==> config.mk <==
export PLATFORM = sky130hd
export DESIGN_NAME = as_dbus_arb
export DESIGN_NICKNAME = d
export VERILOG_FILES = /design/src/rtl/as_dbus_arb.sv
export SDC_FILE = /design/constraint.sdc
export NUM_CORES = 1
export LEC_CHECK = 0
export CORE_AREA = 2 2 243 245
export CTS_BUF_LIST = sky130_fd_sc_hd__clkbuf_16
export CTS_CLUSTER_DIAMETER = 100
export DETAILED_ROUTE_END_ITERATION = 10
export DIE_AREA = 0 0 245 247
export PLACE_DENSITY = 0.49
export SYNTH_ARGS = -nofsm -noshare
export SYNTH_HDL_FRONTEND = slang
export SYNTH_SLANG_ARGS = --single-unit
==> constraint.sdc <==
create_clock -name clk_i -period 1.6 [get_ports clk_i]
set_clock_uncertainty 0.05 [all_clocks]
set_input_delay 0.32 -clock clk_i [delete_from_list [all_inputs] [get_ports clk_i]]
set_output_delay 0.32 -clock clk_i [all_outputs]
set_load 0.02 [all_outputs]
==> src/rtl/as_dbus_arb.sv <==
// Two-master, one-slave data-bus arbiter with round-robin grant, latched slave
// request, single-cycle response and wait-state timeout abort.
module as_dbus_arb #(
  parameter int ADDR_W  = 64,
  parameter int DATA_W  = 64,
  parameter int TIMEOUT = 16
) (
  input  logic                clk_i,
  input  logic                rst_i,
  input  logic                m0_req_i,
  input  logic                m0_we_i,
  input  logic [DATA_W/8-1:0] m0_be_i,
  input  logic [ADDR_W-1:0]   m0_addr_i,
  input  logic [DATA_W-1:0]   m0_wdata_i,
  output logic                m0_gnt_o,
  output logic                m0_rvalid_o,
  output logic [DATA_W-1:0]   m0_rdata_o,
  output logic                m0_err_o,
  input  logic                m1_req_i,
  input  logic                m1_we_i,
  input  logic [DATA_W/8-1:0] m1_be_i,
  input  logic [ADDR_W-1:0]   m1_addr_i,
  input  logic [DATA_W-1:0]   m1_wdata_i,
  output logic                m1_gnt_o,
  output logic                m1_rvalid_o,
  output logic [DATA_W-1:0]   m1_rdata_o,
  output logic                m1_err_o,
  output logic                s_req_o,
  output logic                s_we_o,
  output logic [DATA_W/8-1:0] s_be_o,
  output logic [ADDR_W-1:0]   s_addr_o,
  output logic [DATA_W-1:0]   s_wdata_o,
  input  logic                s_ready_i,
  input  logic [DATA_W-1:0]   s_rdata_i
);

  localparam int              BE_W     = DATA_W / 8;
  localparam logic [7:0]      CNT_LAST = 8'(TIMEOUT - 1);

  typedef enum logic [0:0] {
    IDLE = 1'b0,
    BUSY = 1'b1
  } state_t;

  state_t              state_r;
  state_t              state_nxt_s;
  logic                prio_r;
  logic                owner_r;
  logic [7:0]          cnt_r;
  logic [DATA_W-1:0]   rdata_r;
  logic                grant_s;
  logic                win_s;
  logic                done_s;
  logic                abort_s;
  logic                sel_we_s;
  logic [BE_W-1:0]     sel_be_s;
  logic [ADDR_W-1:0]   sel_addr_s;
  logic [DATA_W-1:0]   sel_wdata_s;

  assign sel_we_s    = win_s ? m1_we_i    : m0_we_i;
  assign sel_be_s    = win_s ? m1_be_i    : m0_be_i;
  assign sel_addr_s  = win_s ? m1_addr_i  : m0_addr_i;
  assign sel_wdata_s = win_s ? m1_wdata_i : m0_wdata_i;
  assign m0_rdata_o  = rdata_r;
  assign m1_rdata_o  = rdata_r;

  // FSM state register
  always_ff @(posedge clk_i or negedge rst_i) begin
    if (!rst_i) begin
      state_r <= IDLE;
    end else begin
      state_r <= state_nxt_s;
    end
  end

  // Arbitration, grant strobes and next-state decode
  always_comb begin
    state_nxt_s = state_r;
    grant_s     = 1'b0;
    win_s       = 1'b0;
    done_s      = 1'b0;
    abort_s     = 1'b0;
    case (state_r)
      IDLE: begin
        if (m0_req_i && m1_req_i) begin
          grant_s = 1'b1;
          win_s   = prio_r;
        end else if (m0_req_i) begin
          grant_s = 1'b1;
          win_s   = 1'b0;
        end else if (m1_req_i) begin
          grant_s = 1'b1;
          win_s   = 1'b1;
        end else begin
          grant_s = 1'b0;
        end
        if (grant_s) begin
          state_nxt_s = BUSY;
        end else begin
          state_nxt_s = IDLE;
        end
      end
      BUSY: begin
        // ready wins over a coincident timeout expiry
        if (s_ready_i) begin
          done_s      = 1'b1;
          state_nxt_s = IDLE;
        end else if (cnt_r == CNT_LAST) begin
          abort_s     = 1'b1;
          state_nxt_s = IDLE;
        end else begin
          state_nxt_s = BUSY;
        end
      end
      default: begin
        state_nxt_s = IDLE;
      end
    endcase
    // grants are held off while reset is asserted so outputs read zero
    m0_gnt_o = rst_i & grant_s & ~win_s;
    m1_gnt_o = rst_i & grant_s & win_s;
  end

  // Latched slave request, owner/priority tracking and response pulses
  always_ff @(posedge clk_i or negedge rst_i) begin
    if (!rst_i) begin
      prio_r      <= 1'b0;
      owner_r     <= 1'b0;
      cnt_r       <= 8'd0;
      rdata_r     <= '0;
      s_req_o     <= 1'b0;
      s_we_o      <= 1'b0;
      s_be_o      <= '0;
      s_addr_o    <= '0;
      s_wdata_o   <= '0;
      m0_rvalid_o <= 1'b0;
      m1_rvalid_o <= 1'b0;
      m0_err_o    <= 1'b0;
      m1_err_o    <= 1'b0;
    end else begin
      m0_rvalid_o <= 1'b0;
      m1_rvalid_o <= 1'b0;
      m0_err_o    <= 1'b0;
      m1_err_o    <= 1'b0;
      if (grant_s) begin
        owner_r   <= win_s;
        prio_r    <= ~win_s;
        cnt_r     <= 8'd0;
        s_req_o   <= 1'b1;
        s_we_o    <= sel_we_s;
        s_be_o    <= sel_be_s;
        s_addr_o  <= sel_addr_s;
        s_wdata_o <= sel_wdata_s;
      end else if (done_s || abort_s) begin
        s_req_o     <= 1'b0;
        m0_rvalid_o <= ~owner_r;
        m1_rvalid_o <= owner_r;
        m0_err_o    <= abort_s & ~owner_r;
        m1_err_o    <= abort_s & owner_r;
        if (abort_s || s_we_o) begin
          rdata_r <= '0;
        end else begin
          rdata_r <= s_rdata_i;
        end
      end else if (state_r == BUSY) begin
        cnt_r <= cnt_r + 8'd1;
      end else begin
        cnt_r <= cnt_r;
      end
    end
  end

endmodule
Word-level counts from Yosys, hierarchy flattened --
Index checks and enable logic that the tools add are counted. Widths: inputs -> output; s select.
Operators by class: add/sub/neg operators 1, eq/ne operators 2, multiplexer cells 35, reduce and logical (&&, ||, !) cells 7, bitwise operators 9
Operator list (number):
- $mux 64 | 3
- $mux 8 | 4
- $mux 1 | 27
- $add 8x1->8 const B | 1
- $eq 8x4->1 const B | 1
- $and 1x1->1 | 5
- $not 1->1 | 4
- $reduce_and 2->1 | 2
- $reduce_bool 2->1 | 2
- $logic_or 1x1->1 | 2
- $ne 2x2->1 const B | 1
- $pmux 1 s2 | 1
- $logic_and 1x1->1 | 1
Storage, ports and cells: bits in registers 217, word-level logic and storage cells 68, output and inout port bits 272

Depth between registers and ports, before layout --
Gate-level depths: netlist (run 1).
word-level depth 7, mapped depth 6

Worst setup path after synthesis (run 1) --
Ideal clock, no wire load.
kind register to output, start point register state_r, end point output port m0_gnt_o, required time 1230 ps, stages on the path, launching flop included 5, setup slack -268 ps, arrival time 1498 ps, path through dfrtp_1 nor2b_1 clkbuf_1 clkbuf_1 and3_1
On the way: word-level cells in the longest chain between the ends 3, elaborated cells between the ends (all ways) 5, classes of those cells mux: 2; bitwise: 3
RTL lines:
- start: declaration | RTL line 45 | state_t state_r;
- start signal: assignment | RTL line 72 | state_r <= state_nxt_s;
- $mux 1 | RTL line 83 | case (state_r)
- $and 1x1->1 / $not 1->1 (equally long branches) | RTL line 120 | m0_gnt_o = rst_i & grant_s & ~win_s;
- $and 1x1->1 * | RTL line 120
- end: declaration | RTL line 15 | output logic m0_gnt_o,
Mark *: on every way between the ends. The rest lies on a longest branch, timed or not.

Worst setup path after layout (run 1) --
Same ends and word-level chain as after synthesis.

==> impl_metrics.yaml, run 1 <==
grt:
  antenna_violations_before_repair: 7
  grt.overflow.total: 0
  grt_pass1_wl_um: 69300
  global_route.usage.total: 0.152
  grt_pass1_vias: 10500
  grt_max_degree: 80
placed_design:
  placed_cells: 2206
  port_buffers: 614
  dpl.hpwl_um: 35600
  postPlaceCellArea_um2: 17400
  globalplace.congestion: 0.785
cells_and_area:
  multi_input_area_um2: 3980
  final_common_cell: "clkdlybuf4s50_1"
  layout.area.seq_um2: 5440
  mostFrequentLayoutCells: "clkdlybuf4s50_1, buf_2, dfrtp_1"
  design_area_um2: 18000
  post_route_cells_drive_above_1_share: 0.304
  fin_cells: 2314
  finish.net_count: 1865
  fillers: 6064
  layout-area-overhead-vs-synth_pct: 77.5
routing:
  drt_iter0_drc: 410
  firstDrtPassIters: 4
  drc: 0
  drt.antenna.violating_nets: 0
  routed_wirelength_normalized_by_instance_count_um: 21.8
  wl_um: 50500
  drt-vias-per-instance: 4.46
  vias: 10300
power:
  total_leakage_power_uw: 0.00825
  p_sw_frac: 0.422
  power_per_cell_area_nw_per_um2: 1760
  power.switching_uw: 13400
  sequentialPowerShare: 0.306
  ir_worst_vdd_mv: 0.894
  pwr-share-comb: 0.508
  internal_power_uw: 18400
  clockPowerShare: 0.186
worst_setup_path:
  path_delay_family: "flip-flops"
  category_of_the_worst_setup_path_capture_point: "output port"
  critical_path.n_buffers_inverters: 2
  worst-path-max-fanout: 4
  worst_ep_required_time_ns: 1.23
  critPathArrivalTime_ns: 1.59
  worst_path_largest_cell_delay_ns: 0.48
  startpoint_type: "flip-flop"
  slowest_stage: "dfrtp_2"
  worstSetupPathType: "flip-flop to output port"
  critical_path.cell_chain: "buf_6 > nor2b_4 > and3_4 > buf_12"
clocking:
  clkSlewWorstSetupHoldPaths_ns: 0.06
  clock-root-buffer: "clkbuf_16"
  clock_latency_ns: 0.57
  tritoncts_num_sinks: 217
  clock_tree.htree_level_count: 1
  cts_buffer_depth: 3
  tritoncts.num_buffers: 28
  clock_tree_from_tritoncts: "done"
sta:
  setup_ws_ns: -0.362
  timing.final.setup_violations: 170
  max_slew.worst_pin.slew_ns: 0.658
  rsz0062_at_grt: "true"
  slew_limit_fails: 0
  final_hold_viol_count: 0
  final_period_util: 1.23
  relSlewSlack: 0.561
  max_freq_mhz: 510
  layout_min_cycle_time_ns: 1.96
  setup_tns_ns: -14.42
floorplanning:
  row_count: 89
  dieArea_um2: 60500
  die_h_um: 247
  start_util: 0.174
  placeable_core_region_um2: 58200
  num_ports: 615
  die_w_um: 245
outcome:
  violations_in_the_final_reports: "setup timing"
  outcome: "finished with violations"
synth:
  synth_async_sr_flop_share: 1.00
  synth_fp_nets: 1248
  ys_seq_area_frac: 0.535
  synth.distinct_cells: 40
  dominantRegCellSynth: "dfrtp_1"
  synth_warnings: 0
  synth-edff-count: 0
  netlist_instances: 904
  total_of_flip_flops_plus_latches_after_synthesis: 217
  syn-mean-instance-area_um2: 11.2
  mapped_area_um2: 10100
run:
  maxCapViolations: 0
min_path:
  holdCritPathClass: "input pin to flip-flop"
==> per-layer routing <==
| layer | routed length, µm | vias up | part of all wire | GRT usage |
|---|---|---|---|---|
| li1 | - | 4667 | - | - |
| met1 | 19600 | 5063 | 0.39 | 0.174 |
| met2 | 24800 | 512 | 0.49 | 0.266 |
| met3 | 4210 | 71 | 0.083 | 0.0434 |
| met4 | 1840 | 2 | 0.036 | 0.0642 |
| met5 | 16 | - | 0.00032 | 0 |
==> power groups by stage <==
stage	Combinational, µW	Clock (µW)	Sequential (µW)
finish	16100	5910	9720
global placement	17600	0	9880
CTS	15900	6120	9750
detailed placement	17700	0	9920
global route	17100	6360	10100
floorplan	6130	0	12200
==> flip-flops by register name (all words and copies together) (netlist names) <==
name and flops:
s_we_o 1, s_req_o 1, m1_rvalid_o 1, cnt_r 8
m0_rvalid_o 1, s_addr_o 64, prio_r 1, s_be_o 8
m1_err_o 1, m0_rdata_o 64, s_wdata_o 64, m0_err_o 1
state_r 1, owner_r 1
==> metrics by stage <==
step / setup WS (ns) / util / hold WS (ns) / power [µW]
final: -0.362 / 0.309 / 0.312 / 31800
after global routing: -0.449 / 0.309 / 0.291 / 33500
after CTS: -0.437 / 0.305 / 0.281 / 31800
after detailed placement: -0.437 / 0.299 / 0.343 / 27600
after global placement: -0.413 / 0.299 / 0.334 / 27500
after floorplan: -0.0338 / - / -0.0256 / 18300
==> area by class of cell <==
type	count	share of cell area
repair buffers	740	0.376
flip-flops and latches	217	0.302
multi-input cells	531	0.221
well taps	773	0.0537
clock buffers	29	0.0403
clock inverters	18	0.00598
inverters	3	0.000626
diodes	3	0.000417
==> final timing paths <==
path / cells after the start / slack [ns] / endpoint / from
hold / removal: 2 / 0.31 / s_wdata_o[40]$_DFFE_PN0N_ / m0_wdata_i[40]
setup / recovery: 4 / -0.36 / m0_gnt_o / state_r$_DFF_PN0_
setup reg to reg: 6 / -0.24 / m0_rdata_o[35]$_DFFE_PN0P_ / cnt_r[4]$_DFFE_PN0P_
min in group asynchronous: 3 / 0.55 / m0_rdata_o[3]$_DFFE_PN0P_ / rst_i
max in group asynchronous: 3 / 0.30 / s_addr_o[10]$_DFFE_PN0N_ / rst_i
hold reg to reg: 2 / 0.42 / s_addr_o[55]$_DFFE_PN0N_ / s_addr_o[55]$_DFFE_PN0N_
==> cell families (layout without fill, tap and decap cells) <==
kind of cell / after synthesis / count (layout) / share of synthesized area
mux: 2 / 2 / 0.00197
other cells: 0 / 3 / 0
fa+ha+maj: 1 / 1 / 0.00123
flops: 217 / 217 / 0.535
buf+inv: 158 / 790 / 0.0877
simple gates: 229 / 231 / 0.133
compound gates: 297 / 297 / 0.241
==> synthesized netlist by cell type (all sizes together) (3+ instances only) <==
cell    number  share of area
o21ai       39          0.019
inv          3         0.0011
nand2       44          0.016
dfrtp      217           0.54
a221o      163           0.16
a21oi       43          0.022
buf         97          0.065
and3       102          0.063
nor2b       67          0.041
a22oi       38          0.028
clkbuf      58          0.021
==> what timing repair did <==
action                                 in CTS  in global routing
resized for setup                        1104                 45
setup endpoints to repair                 327                240
hold buffers                                1                  0
pin swaps                                  64                 23
cloned                                      7                 12
endpoints found under the hold margin      89                  0
setup buffers                              31                 10
(Power assumes the default switching activity.)
==> inputs of run 2 (changes only) <==
==> config.mk (replaced) <==
export PLATFORM = sky130hd
export DESIGN_NAME = as_dbus_arb
export DESIGN_NICKNAME = d
export VERILOG_FILES = /design/src/rtl/as_dbus_arb.sv
export SDC_FILE = /design/constraint.sdc
export NUM_CORES = 1
export LEC_CHECK = 0
export CORE_AREA = 10 10 230 232
export CTS_BUF_LIST = sky130_fd_sc_hd__clkbuf_16
export CTS_CLUSTER_DIAMETER = 100
export DETAILED_ROUTE_END_ITERATION = 10
export DIE_AREA = 0 0 240 242
export PLACE_DENSITY = 0.56
export SYNTH_ARGS = -nofsm -noshare
export SYNTH_HDL_FRONTEND = slang
export SYNTH_SLANG_ARGS = --single-unit
==> impl_metrics.yaml, run 2 (synthesis results as in run 1) <==
outcome:
  outcome: "finished with violations"
  violations_in_the_final_reports: "setup timing"
worst_setup_path:
  worstSetupPathType: "flip-flop to output port"
  critical_path.cell_chain: "buf_6 > nor2b_4 > and3_4 > buf_12"
  critical_path.n_buffers_inverters: 2
  worst_path_largest_cell_delay_ns: 0.49
  worst-path-max-fanout: 3
  slowest_stage: "dfrtp_2"
  startpoint_type: "flip-flop"
  path_delay_family: "flip-flops"
  worst_ep_required_time_ns: 1.23
  category_of_the_worst_setup_path_capture_point: "output port"
  critPathArrivalTime_ns: 1.61
clocking:
  clock_latency_ns: 0.55
  clock_tree_from_tritoncts: "done"
  clock_tree.htree_level_count: 1
  tritoncts.num_buffers: 27
  cts_buffer_depth: 3
  clock-root-buffer: "clkbuf_16"
  tritoncts_num_sinks: 217
  clkSlewWorstSetupHoldPaths_ns: 0.06
floorplanning:
  start_util: 0.209
  placeable_core_region_um2: 48400
  die_h_um: 242
  num_ports: 615
  row_count: 81
  dieArea_um2: 58100
  die_w_um: 240
grt:
  grt.overflow.total: 0
  grt_max_degree: 95
  grt_pass1_vias: 11000
  grt_pass1_wl_um: 75400
  global_route.usage.total: 0.170
  antenna_violations_before_repair: 5
cells_and_area:
  post_route_cells_drive_above_1_share: 0.359
  mostFrequentLayoutCells: "clkdlybuf4s50_1, buf_2, dfrtp_1"
  post-route-util: 0.389
  layout-area-overhead-vs-synth_pct: 85.7
  final_common_cell: "clkdlybuf4s50_1"
  finish.net_count: 1904
  fillers: 4818
sta:
  max_freq_mhz: 505
  slew_limit_fails: 0
  rsz0062_at_grt: "true"
  setup_tns_ns: -40.34
  relSlewSlack: 0.604
  max_slew.worst_pin.slew_ns: 0.594
  layout_min_cycle_time_ns: 1.98
  setup_ws_ns: -0.380
  timing.final.setup_violations: 216
  final_hold_viol_count: 0
  final_period_util: 1.24
power:
  p_total_uw: 33500
  power_per_cell_area_nw_per_um2: 1780
  total_leakage_power_uw: 0.00869
  ir_worst_vdd_mv: 0.700
min_path:
  holdCritPathClass: "input pin to flip-flop"
routing:
  firstDrtPassIters: 5
  wl_um: 57600
  vias: 10600
  drt-vias-per-instance: 4.83
  routed_wirelength_normalized_by_instance_count_um: 26.2
  drc: 0
  drt.antenna.violating_nets: 0
  drt_iter0_drc: 505
placed_design:
  dpl.hpwl_um: 39000
  globalplace.congestion: 0.805
  port_buffers: 614
run:
  maxCapViolations: 0
==> run 2: changes by cell type in the layout (fill, tap and decap cells not counted), moves of 12 or more <==
cell,delta
clkbuf_16,+15
o21ai_0,-38
clkdlybuf4s15_2,+12
nand2_1,-28
a22oi_2,+14
nand2_2,+17
a22oi_1,-14
o21ai_1,+27
==> run 2: area by class of cell <==
class,count,area [µm²],share of cell area
Multi-Input combinational cell,530,4250,0.225
Timing Repair Buffer,781,7510,0.399
Sequential cell,217,5440,0.289
Clock buffer,27,676,0.0359
Inverter,3,11.3,0.000598
Antenna cell,2,5.00,0.000266
Tap cell,622,778,0.0413
Clock inverter,20,173,0.00917
==> run 2: metrics by stage <==
stage                     cell area (µm²)  instances  hold slack, ns  setup WS, ns
after global routing                18800       2200           0.311        -0.441
after global placement              17200       2059           0.368        -0.399
after detailed placement            17200       2059           0.367        -0.393
after floorplan                     10200        904         -0.0256       -0.0338
final                               18800       2202           0.335        -0.380
after CTS                           17800       2146           0.297        -0.448
==> run 2: what timing repair did <==
item	CTS	global route
gates cloned	10	34
resized for setup	1085	195
buffers inserted	29	28
pin swaps	41	163
endpoints found under the setup margin	323	265
endpoints found under the hold margin	217	0
hold buffers	1	0
==> run 2: path summary, 6_finish.rpt <==
path,startpoint,to,slack [ns],depth (start not counted)
worst max-delay path,state_r$_DFF_PN0_,m0_gnt_o,-0.38,4
worst min-delay path,s_rdata_i[56],m0_rdata_o[56]$_DFFE_PN0P_,0.34,2
worst max register to register,state_r$_DFF_PN0_,s_wdata_o[1]$_DFFE_PN0N_,-0.33,7
worst min register to register,s_addr_o[39]$_DFFE_PN0N_,s_addr_o[39]$_DFFE_PN0N_,0.43,2
max in group asynchronous,rst_i,s_wdata_o[0]$_DFFE_PN0N_,0.38,3
min in group asynchronous,rst_i,cnt_r[2]$_DFFE_PN0P_,0.57,3
==> run 2: power by group <==
| part | total [µW] | internal (µW) | switching [µW] |
|---|---|---|---|
| combinational | 17700 | 7890 | 9820 |
| clock | 6030 | 3530 | 2500 |
| sequential | 9770 | 7840 | 1920 |
==> run 2: metal layers <==
layer	up-vias	GRT usage	wire length, µm
li1	4759	-	-
met1	5240	0.190	22400
met2	544	0.291	27700
met3	87	0.0649	5650
met4	6	0.0538	1860
met5	-	0	36
==> run 2: worst register-to-register path: stages, from the launching register on <==
cell and delay (ns):
dfrtp_2 0.49, buf_6 0.16, buf_6 0.11, o21bai_4 0.24, buf_4 0.18, buf_6 0.11
buf_12 0.14, a221o_1 0.33
==> inputs of run 3 (changes only) <==
--- a/config.mk
+++ b/config.mk
@@ -10,6 +10,7 @@
 export CTS_CLUSTER_DIAMETER = 100
 export DETAILED_ROUTE_END_ITERATION = 10
 export DIE_AREA = 0 0 240 242
+export HOLD_SLACK_MARGIN = 0.03
 export PLACE_DENSITY = 0.56
 export SYNTH_ARGS = -nofsm -noshare
 export SYNTH_HDL_FRONTEND = slang
==> results of run 3 <==
The final DEF is identical to that of run 2; final timing and power are the same.
